File: src/rtl/hazard_ctrl_pkg.sv
// Shared definitions for the hazard controller: state encoding, register
// address width and the control-output bundle.
package hazard_ctrl_pkg;

    localparam int REG_ADDR_W = 5;
    localparam logic [REG_ADDR_W-1:0] REG_ZERO = '0;

    typedef enum logic [1:0] {
        RUN      = 2'd0,
        MEM_WAIT = 2'd1,
        HALT_ERR = 2'd2
    } hc_state_e;

    typedef struct packed {
        logic pc_write;
        logic if_id_write;
        logic if_id_flush;
        logic id_ex_bubble;
        logic pipe_freeze;
    } pipe_ctrl_t;

endpackage

File: src/rtl/hazard_ctrl_if.sv
// Pipeline-side signals seen by the hazard controller. The slave modport is
// the controller; the master modport is whoever drives the pipeline inputs.
interface hazard_ctrl_if;
    import hazard_ctrl_pkg::*;

    logic [REG_ADDR_W-1:0] id_rs;
    logic [REG_ADDR_W-1:0] id_rt;
    logic                  id_uses_rt;
    logic [REG_ADDR_W-1:0] ex_rt;
    logic                  ex_mem_read;
    logic                  branch_taken;
    logic                  mem_req;
    logic                  mem_ready;

    logic pc_write;
    logic if_id_write;
    logic if_id_flush;
    logic id_ex_bubble;
    logic pipe_freeze;
    logic mem_timeout;

    modport master (
        output id_rs, id_rt, id_uses_rt, ex_rt, ex_mem_read,
               branch_taken, mem_req, mem_ready,
        input  pc_write, if_id_write, if_id_flush, id_ex_bubble,
               pipe_freeze, mem_timeout
    );

    modport slave (
        input  id_rs, id_rt, id_uses_rt, ex_rt, ex_mem_read,
               branch_taken, mem_req, mem_ready,
        output pc_write, if_id_write, if_id_flush, id_ex_bubble,
               pipe_freeze, mem_timeout
    );

endinterface

File: src/rtl/hazard_ctrl_load_use_det.sv
// Combinational load-use detector: a load in EX whose destination is read by
// the instruction in ID. Register zero never creates a dependency.
module load_use_det
    import hazard_ctrl_pkg::*;
(
    input  logic [REG_ADDR_W-1:0] id_rs,
    input  logic [REG_ADDR_W-1:0] id_rt,
    input  logic                  id_uses_rt,
    input  logic [REG_ADDR_W-1:0] ex_rt,
    input  logic                  ex_mem_read,
    output logic                  load_use
);

    assign load_use = ex_mem_read && (ex_rt != REG_ZERO) &&
                      ((ex_rt == id_rs) || (id_uses_rt && (ex_rt == id_rt)));

endmodule

File: src/rtl/hazard_ctrl.sv
// Pipeline sequencing controller: load-use bubbles, branch flushes and
// data-memory wait freezes with a watchdog. Optional HAZARD_CTRL_STATS_EN adds counters.
module hazard_ctrl
    import hazard_ctrl_pkg::*;
#(
    parameter int MAX_WAIT = 16,
    parameter int WAIT_W   = 8
) (
    input  logic          clk,
    input  logic          rst,
    hazard_ctrl_if.slave  hz
`ifdef HAZARD_CTRL_STATS_EN
    ,
    output logic [31:0]   stall_cnt,
    output logic [31:0]   flush_cnt,
    output logic [31:0]   wait_cnt_total
`endif
);

    localparam logic [WAIT_W-1:0] MAX_WAIT_C = WAIT_W'(MAX_WAIT);
    localparam pipe_ctrl_t CTRL_RUN    = '{pc_write: 1'b1, if_id_write: 1'b1, default: 1'b0};
    localparam pipe_ctrl_t CTRL_FREEZE = '{pipe_freeze: 1'b1, default: 1'b0};
    localparam pipe_ctrl_t CTRL_RESET  = '{if_id_flush: 1'b1, id_ex_bubble: 1'b1, default: 1'b0};

    hc_state_e         state, state_nx;
    logic [WAIT_W-1:0] wait_cnt, wait_cnt_nx;
    logic              mem_timeout, mem_timeout_nx;
    logic              load_use;
    logic              mem_stall;
    pipe_ctrl_t        ctrl;

    load_use_det u_load_use_det (
        .id_rs       (hz.id_rs),
        .id_rt       (hz.id_rt),
        .id_uses_rt  (hz.id_uses_rt),
        .ex_rt       (hz.ex_rt),
        .ex_mem_read (hz.ex_mem_read),
        .load_use    (load_use)
    );

    assign mem_stall = hz.mem_req && !hz.mem_ready;

    always_ff @(posedge clk or posedge rst) begin
        if (rst) begin
            state       <= RUN;
            wait_cnt    <= '0;
            mem_timeout <= 1'b0;
        end else begin
            state       <= state_nx;
            wait_cnt    <= wait_cnt_nx;
            mem_timeout <= mem_timeout_nx;
        end
    end

    always_comb begin
        state_nx       = state;
        wait_cnt_nx    = wait_cnt;
        mem_timeout_nx = mem_timeout;
        ctrl           = CTRL_RUN;
        unique case (state)
            RUN: begin
                if (mem_stall) begin
                    ctrl        = CTRL_FREEZE;
                    wait_cnt_nx = WAIT_W'(1);
                    state_nx    = MEM_WAIT;
                end else if (branch_now()) begin
                    // ID instruction is discarded, so a coincident load-use is moot
                    ctrl = '{pc_write: 1'b1, if_id_write: 1'b1, if_id_flush: 1'b1,
                             id_ex_bubble: 1'b1, pipe_freeze: 1'b0};
                end else if (load_use) begin
                    ctrl = '{id_ex_bubble: 1'b1, default: 1'b0};
                end
            end
            MEM_WAIT: begin
                ctrl = CTRL_FREEZE;
                if (hz.mem_ready) begin
                    state_nx    = RUN;
                    wait_cnt_nx = '0;
                end else if (wait_cnt == MAX_WAIT_C) begin
                    mem_timeout_nx = 1'b1;
                    state_nx       = HALT_ERR;
                end else if (wait_cnt != '1) begin
                    wait_cnt_nx = wait_cnt + WAIT_W'(1);
                end
            end
            HALT_ERR: begin
                ctrl = CTRL_FREEZE;
            end
            default: begin
                ctrl     = CTRL_FREEZE;
                state_nx = RUN;
            end
        endcase
        if (rst) ctrl = CTRL_RESET;
    end

    function automatic logic branch_now();
        return hz.branch_taken;
    endfunction

    assign hz.pc_write     = ctrl.pc_write;
    assign hz.if_id_write  = ctrl.if_id_write;
    assign hz.if_id_flush  = ctrl.if_id_flush;
    assign hz.id_ex_bubble = ctrl.id_ex_bubble;
    assign hz.pipe_freeze  = ctrl.pipe_freeze;
    assign hz.mem_timeout  = mem_timeout;

`ifdef HAZARD_CTRL_STATS_EN
    logic stall_ev, flush_ev, wait_ev;

    assign flush_ev = (state == RUN) && !mem_stall && hz.branch_taken;
    assign stall_ev = (state == RUN) && !mem_stall && !hz.branch_taken && load_use;
    assign wait_ev  = (state == MEM_WAIT);

    // Event counters saturate rather than wrap
    always_ff @(posedge clk or posedge rst) begin
        if (rst) begin
            stall_cnt      <= '0;
            flush_cnt      <= '0;
            wait_cnt_total <= '0;
        end else begin
            if (stall_ev && stall_cnt != '1)      stall_cnt      <= stall_cnt + 32'd1;
            if (flush_ev && flush_cnt != '1)      flush_cnt      <= flush_cnt + 32'd1;
            if (wait_ev && wait_cnt_total != '1)  wait_cnt_total <= wait_cnt_total + 32'd1;
        end
    end
`endif

endmodule

File: src/flat_wrapper.sv
// flat-port wrapper written by rule: the top's interface ports become plain ports
module hazard_ctrl_flat import hazard_ctrl_pkg::*;
#(
    parameter int MAX_WAIT = 16,
    parameter int WAIT_W   = 8
)
  (clk, rst, hz_id_rs, hz_id_rt, hz_id_uses_rt, hz_ex_rt, hz_ex_mem_read, hz_branch_taken, hz_mem_req, hz_mem_ready, hz_pc_write, hz_if_id_write, hz_if_id_flush, hz_id_ex_bubble, hz_pipe_freeze, hz_mem_timeout);
  hazard_ctrl_if hz_i ();
  input  logic clk;
  input  logic rst;
  input wire logic [$bits(hz_i.id_rs)-1:0] hz_id_rs;
  input wire logic [$bits(hz_i.id_rt)-1:0] hz_id_rt;
  input wire logic [$bits(hz_i.id_uses_rt)-1:0] hz_id_uses_rt;
  input wire logic [$bits(hz_i.ex_rt)-1:0] hz_ex_rt;
  input wire logic [$bits(hz_i.ex_mem_read)-1:0] hz_ex_mem_read;
  input wire logic [$bits(hz_i.branch_taken)-1:0] hz_branch_taken;
  input wire logic [$bits(hz_i.mem_req)-1:0] hz_mem_req;
  input wire logic [$bits(hz_i.mem_ready)-1:0] hz_mem_ready;
  output wire logic [$bits(hz_i.pc_write)-1:0] hz_pc_write;
  output wire logic [$bits(hz_i.if_id_write)-1:0] hz_if_id_write;
  output wire logic [$bits(hz_i.if_id_flush)-1:0] hz_if_id_flush;
  output wire logic [$bits(hz_i.id_ex_bubble)-1:0] hz_id_ex_bubble;
  output wire logic [$bits(hz_i.pipe_freeze)-1:0] hz_pipe_freeze;
  output wire logic [$bits(hz_i.mem_timeout)-1:0] hz_mem_timeout;
  assign hz_i.id_rs = hz_id_rs;
  assign hz_i.id_rt = hz_id_rt;
  assign hz_i.id_uses_rt = hz_id_uses_rt;
  assign hz_i.ex_rt = hz_ex_rt;
  assign hz_i.ex_mem_read = hz_ex_mem_read;
  assign hz_i.branch_taken = hz_branch_taken;
  assign hz_i.mem_req = hz_mem_req;
  assign hz_i.mem_ready = hz_mem_ready;
  assign hz_pc_write = hz_i.pc_write;
  assign hz_if_id_write = hz_i.if_id_write;
  assign hz_if_id_flush = hz_i.if_id_flush;
  assign hz_id_ex_bubble = hz_i.id_ex_bubble;
  assign hz_pipe_freeze = hz_i.pipe_freeze;
  assign hz_mem_timeout = hz_i.mem_timeout;
  hazard_ctrl #(.MAX_WAIT(MAX_WAIT), .WAIT_W(WAIT_W)) u_core (.clk(clk), .rst(rst), .hz(hz_i));
endmodule
File: config.mk
export PLATFORM = sky130hd
export DESIGN_NAME = hazard_ctrl_flat
export DESIGN_NICKNAME = d
export VERILOG_FILES = /design/src/rtl/hazard_ctrl_pkg.sv /design/src/rtl/hazard_ctrl_if.sv /design/src/rtl/hazard_ctrl_load_use_det.sv /design/src/rtl/hazard_ctrl.sv /design/src/flat_wrapper.sv
export SDC_FILE = /design/constraint.sdc
export NUM_CORES = 1
export LEC_CHECK = 0
export CAP_MARGIN = 20
export CORE_MARGIN = 2
export CORE_UTILIZATION = 45
export DETAILED_ROUTE_END_ITERATION = 12
export PLACE_DENSITY_LB_ADDON = 0.08
export SLEW_MARGIN = 0
export SYNTH_ARGS = -nofsm -noshare
export SYNTH_HDL_FRONTEND = slang
export SYNTH_SLANG_ARGS = --single-unit
File: constraint.sdc
create_clock -name clk -period 2.38 [get_ports clk]
set_input_delay 0.238 -clock clk [delete_from_list [all_inputs] [get_ports clk]]
set_output_delay 0.238 -clock clk [all_outputs]
set_load 0.05 [all_outputs]
Yosys cells after proc, flatten, opt, wreduce, memory -nomap -nowiden
Cells that the tools add are included.

Reduce and logical (&&, ||, !) cells: 12. Add/subtract/negate cells: 1. Muxes and demuxes: 14. Bitwise logic cells: 2. Eq/ne operators: 10.

Operators by type and width (count): 8-bit two-way mux (4); 5-bit two-way mux (5); 8-bit case mux with 2 select lines (1); 5-bit == test (2); 8-bit by 1-bit adder with 8-bit output (second input constant) (1); 8-bit by 5-bit == test with 1-bit output (second input constant) (1); 8-bit != test (second input constant) (1); 2-bit two-way mux (3); 3-bit by 2-bit != test with 1-bit output (second input constant) (2); 2-bit case mux with 3 select lines (1); 3-bit AND reduction (2); 5-bit nonzero test (1); 1-bit logical AND (4); 4-bit AND reduction (1); 3-bit != test (second input constant) (1); 2-bit by 1-bit == test with 1-bit output (second input constant) (1); 2-bit == test (second input constant) (1); 2-bit logical NOT (1); 2-bit by 1-bit != test with 1-bit output (second input constant) (1); 1-bit NOT (2); 2-bit nonzero test (1); 1-bit logical NOT (1); 1-bit logical OR (1).

Register bits after elaboration: 11. Input port bits: 22.

Longest topological paths before layout
Word-level depth: 9. Mapped depth: 6.

Modules after synthesis
Synthesis repeated with hierarchy kept, for this count alone.

Cell total of the unflattened synthesis: 98. Area, all modules: 849.6 um^2.

By module, submodules not included: hazard_ctrl (area each 716.9 um^2, cells each 81, instances 1); load_use_det (area each 132.6 um^2, cells each 17, instances 1).

Worst setup path before layout
OpenSTA, ideal clock, no wires.

Path kind: register to output. Start point: reg u_core.state[0]. End point: out hz_id_ex_bubble. Data required time: 2.142 ns. Setup slack: 0.401 ns. Stages on the path, launching flop included: 4. Path buffers: 1. Data arrival time: 1.741 ns. Path through: dfrtp_1 -> buf_6 -> or4_1 -> o21bai_1.

Word-level cells in the longest chain between the ends: 3.

RTL lines: start, declared (RTL line hazard_ctrl.sv:25) `hc_state_e state, state_nx;`; start signal, assigned (RTL line hazard_ctrl.sv:49) `state <= state_nx;`; 2-bit logical NOT (RTL line hazard_ctrl.sv:60) `unique case (state)`; 5-bit two-way mux (RTL line hazard_ctrl.sv:60); 5-bit two-way mux (RTL line hazard_ctrl.sv:94) `if (rst) ctrl = CTRL_RESET;`; end, declared (RTL line flat_wrapper.sv:22) `output wire logic [$bits(hz_i.id_ex_bubble)-1:0] hz_id_ex_bubble;`.

No other way between the ends.

Worst setup path in the final report
Start point: in hz_ex_rt[1]. End point: out hz_if_id_write.

Word-level cells in the longest chain between the ends: 9.

RTL lines: start, declared (RTL line flat_wrapper.sv:14) `input wire logic [$bits(hz_i.ex_rt)-1:0] hz_ex_rt;`; 5-bit == test (RTL line hazard_ctrl_load_use_det.sv:15) `((ex_rt == id_rs) || (id_uses_rt && (ex_rt == id_rt)));`; 1-bit logical AND (RTL line hazard_ctrl_load_use_det.sv:15); 1-bit logical OR (RTL line hazard_ctrl_load_use_det.sv:15); 1-bit logical AND (*) (RTL line hazard_ctrl_load_use_det.sv:14) `assign load_use = ex_mem_read && (ex_rt != REG_ZERO) &&`; 5-bit two-way mux (*) (RTL line hazard_ctrl.sv:70) `end else if (load_use) begin`; 5-bit two-way mux (*) (RTL line hazard_ctrl.sv:66) `end else if (branch_now()) begin`; 5-bit two-way mux (*) (RTL line hazard_ctrl.sv:62) `if (mem_stall) begin`; 5-bit two-way mux (*) (RTL line hazard_ctrl.sv:60); 5-bit two-way mux (*) (RTL line hazard_ctrl.sv:94); end, declared (RTL line flat_wrapper.sv:20) `output wire logic [$bits(hz_i.if_id_write)-1:0] hz_if_id_write;`.

Mark *: on every way between the ends. The rest lies on a longest branch, timed or not.

==> results.toml <==
[status]
status = "finished, final reports clean"

[place]
dp_hpwl_um = 1770
post_dp_cell_area_sq_um = 1230
portBuffers = 27
gp_congestion = 0.827

[setup_path]
path_class = "input port to output pin"
path_max_fanout = 3
slowest_delay_ps = 550
path_cells = "clkdlybuf4s50_1, or4_1, o21ai_0, o311a_1, buf_12"
cp-end-kind = "output pin"
slowest_stage = "or4_1"
startpoint_type = "input port"
cp_top_family = "buffers and inverters"
arrival_ps = 1980
crit_buf_inv = 2
critical_path_required_ps = 2140

[yosys]
ys_seq_elements = 11
ys_warn_count = 0
synth.distinct_cells = 44
yosysTopAreaCell = "dfrtp_1"
synth_top_area_frac = 0.308
synth.most_common_cell = "dfrtp_1"
syn_area_sq_um = 895
synth_top_flop_cell = "dfrtp_1"
ys_seq_area_frac = 0.308
ys_top_cells_by_count = "11 x dfrtp_1, 9 x xor2_1, 8 x inv_1"
synth.avg_cell_area_sq_um = 9.52
yosys-top-cells-area = "dfrtp_1 31%, xor2_1 8.8%, mux2i_1 4.5%, o21ai_0 3.4%, inv_1 3.4%"
synth_fp_nets = 118
synthArstFlopShare = 1.00
synth_edf_count = 0
syn-instance-count = 94

[sta]
finalMaxSlewViolations = 0
fmax_ghz = 0.450
min_period_ps = 2220
fin_crit_sh = 0.933
finClkSkew_ps = 4.93
worst_pin_slew_ps = 597
rsz0062_at_grt = "no"
relSlewSlack = 0.592
hold_viol = 0
tns_ps = 0
setup_viol = 0

[grt]
grt_pass1_vias = 830
grt_usage = 0.205
antenna_found_initial = 0
grt_start_max_net_pins = 12
overflow = 0
grt_pass1_wl_um = 3820

[die]
io_pins = 28
core_area_sq_um = 1920
die_h_um = 48.6
die_w_um = 48.6
dieArea_sq_um = 2360
initial_core_util = 0.465
rows = 16

[cells_and_area]
design_area_sq_um = 1260
drive_gt1_frac = 0.184
nets = 150
multiInputGateArea_sq_um = 571
nFillCells = 178
register_area_sq_um = 275
areaGrowthSynthToFinish_pct = 40.7
num_antenna_cells = 0

[clock_tree]
numCtsBuffers = 3
post_cts_buffers = 0
insertion_delay_ps = 270
holdBufCountCts = 0
cts_resized = 0
cts_tree = "yes"
cts.sinks = 11
cts_root_buf = "clkbuf_4"
h-tree-depth = 1
clockBufferDepth = 2
clkTransAtPathRegs_ps = 70

[detailed_routing]
viasPerCell = 5.43
drc = 0
wl_um = 2180
vias = 826
wl_per_cell_um = 14.3
drtIter0Drc = 6
antenna_left = 0
firstDrtPassIters = 4

[run]
maxCapViolCount = 0

[power_and_ir_drop]
vdd_drop_max_mv = 0.378
leakagePower_nw = 0.509
power_density_nw_per_um2 = 648
finalPower_uw = 815

[worst_hold_path]
min_path_type = "input port to async pin"
## through the flow
stage | hold slack (ps) | setup WS (ps) | std cells | util
after global routing | 364 | 55.0 | 152 | 0.655
after global placement | 465 | 182 | 148 | 0.641
after detailed placement | 478 | 131 | 148 | 0.641
after floorplan | 98.6 | 401 | 94 | -
final | 333 | 159 | 152 | 0.655
after CTS | 335 | 126 | 152 | 0.655
## path summary, 6_finish.rpt
path                                       start                     to  slack [ps]  depth (start not counted)
hold / removal                               rst     u_core.wait_cnt[7]         330                          3
max in group asynchronous                    rst  u_core.hz.mem_timeout        1890                          3
setup / recovery                     hz_ex_rt[1]         hz_if_id_write         160                          5
setup reg to reg              u_core.wait_cnt[0]     u_core.wait_cnt[0]         440                          6
hold reg to reg            u_core.hz.mem_timeout  u_core.hz.mem_timeout         480                          1
min in group clk           u_core.hz.mem_timeout  u_core.hz.mem_timeout         480                          1
## cell usage in the layout, fill, tap and decap left out, types with 2 or more instances in the layout
| cell type | count |
|---|---|
| nand2_1 | 3 |
| buf_4 | 3 |
| buf_12 | 4 |
| nor2_1 | 2 |
| o21ai_0 | 6 |
| or3b_2 | 2 |
| inv_1 | 8 |
| ha_1 | 2 |
| clkbuf_4 | 3 |
| xor2_1 | 9 |
| nand4_1 | 2 |
| a31oi_1 | 3 |
| nand2b_1 | 2 |
| mux2i_1 | 4 |
| dfrtp_1 | 11 |
| o21bai_1 | 2 |
| and4_1 | 2 |
| nand3_1 | 3 |
| o211ai_1 | 2 |
| nor3_1 | 3 |
| or4_1 | 2 |
| clkdlybuf4s50_1 | 22 |
## state kept, by name (all words and copies together) (netlist names)
name                   count
u_core.wait_cnt            8
u_core.hz.mem_timeout      1
u_core.state               2
## where the power goes
group	switching [mW]	internal [mW]
combinational	0.206	0.190
sequential	0.0624	0.233
clock	0.0585	0.0648
total	0.327	0.488
## cells by family after synthesis
| group | synth area share |
|---|---|
| flip-flops | 0.308 |
| AO/OA/AOI/OAI | 0.211 |
| multiplexers | 0.0615 |
| adder cells (fa/ha/maj) | 0.0280 |
| buffers and inverters | 0.0545 |
| XOR/XNOR | 0.0979 |
| AND/OR/NAND/NOR | 0.239 |
## metal layers
| metal | track usage | up-vias | part of all wire |
|---|---|---|---|
| li1 | - | 418 | - |
| met2 | 0.345 | 17 | 0.50 |
| met1 | 0.262 | 385 | 0.45 |
| met3 | 0.0463 | 6 | 0.035 |
| met4 | 0.0667 | 0 | 0.013 |
| met5 | 0 | - | 0 |
## worst min-delay path: stages
cell and delay, ps:
clkdlybuf4s50_1 440, inv_1 80, buf_4 190
## area by class of cell
cell class | instances | area share
multi-input combinational | 73 | 0.453
timing repair buffer | 29 | 0.256
sequential | 11 | 0.219
tap | 27 | 0.0268
inverter | 8 | 0.0239
clock buffer | 4 | 0.0209
Power figures use the tool's default switching activity.
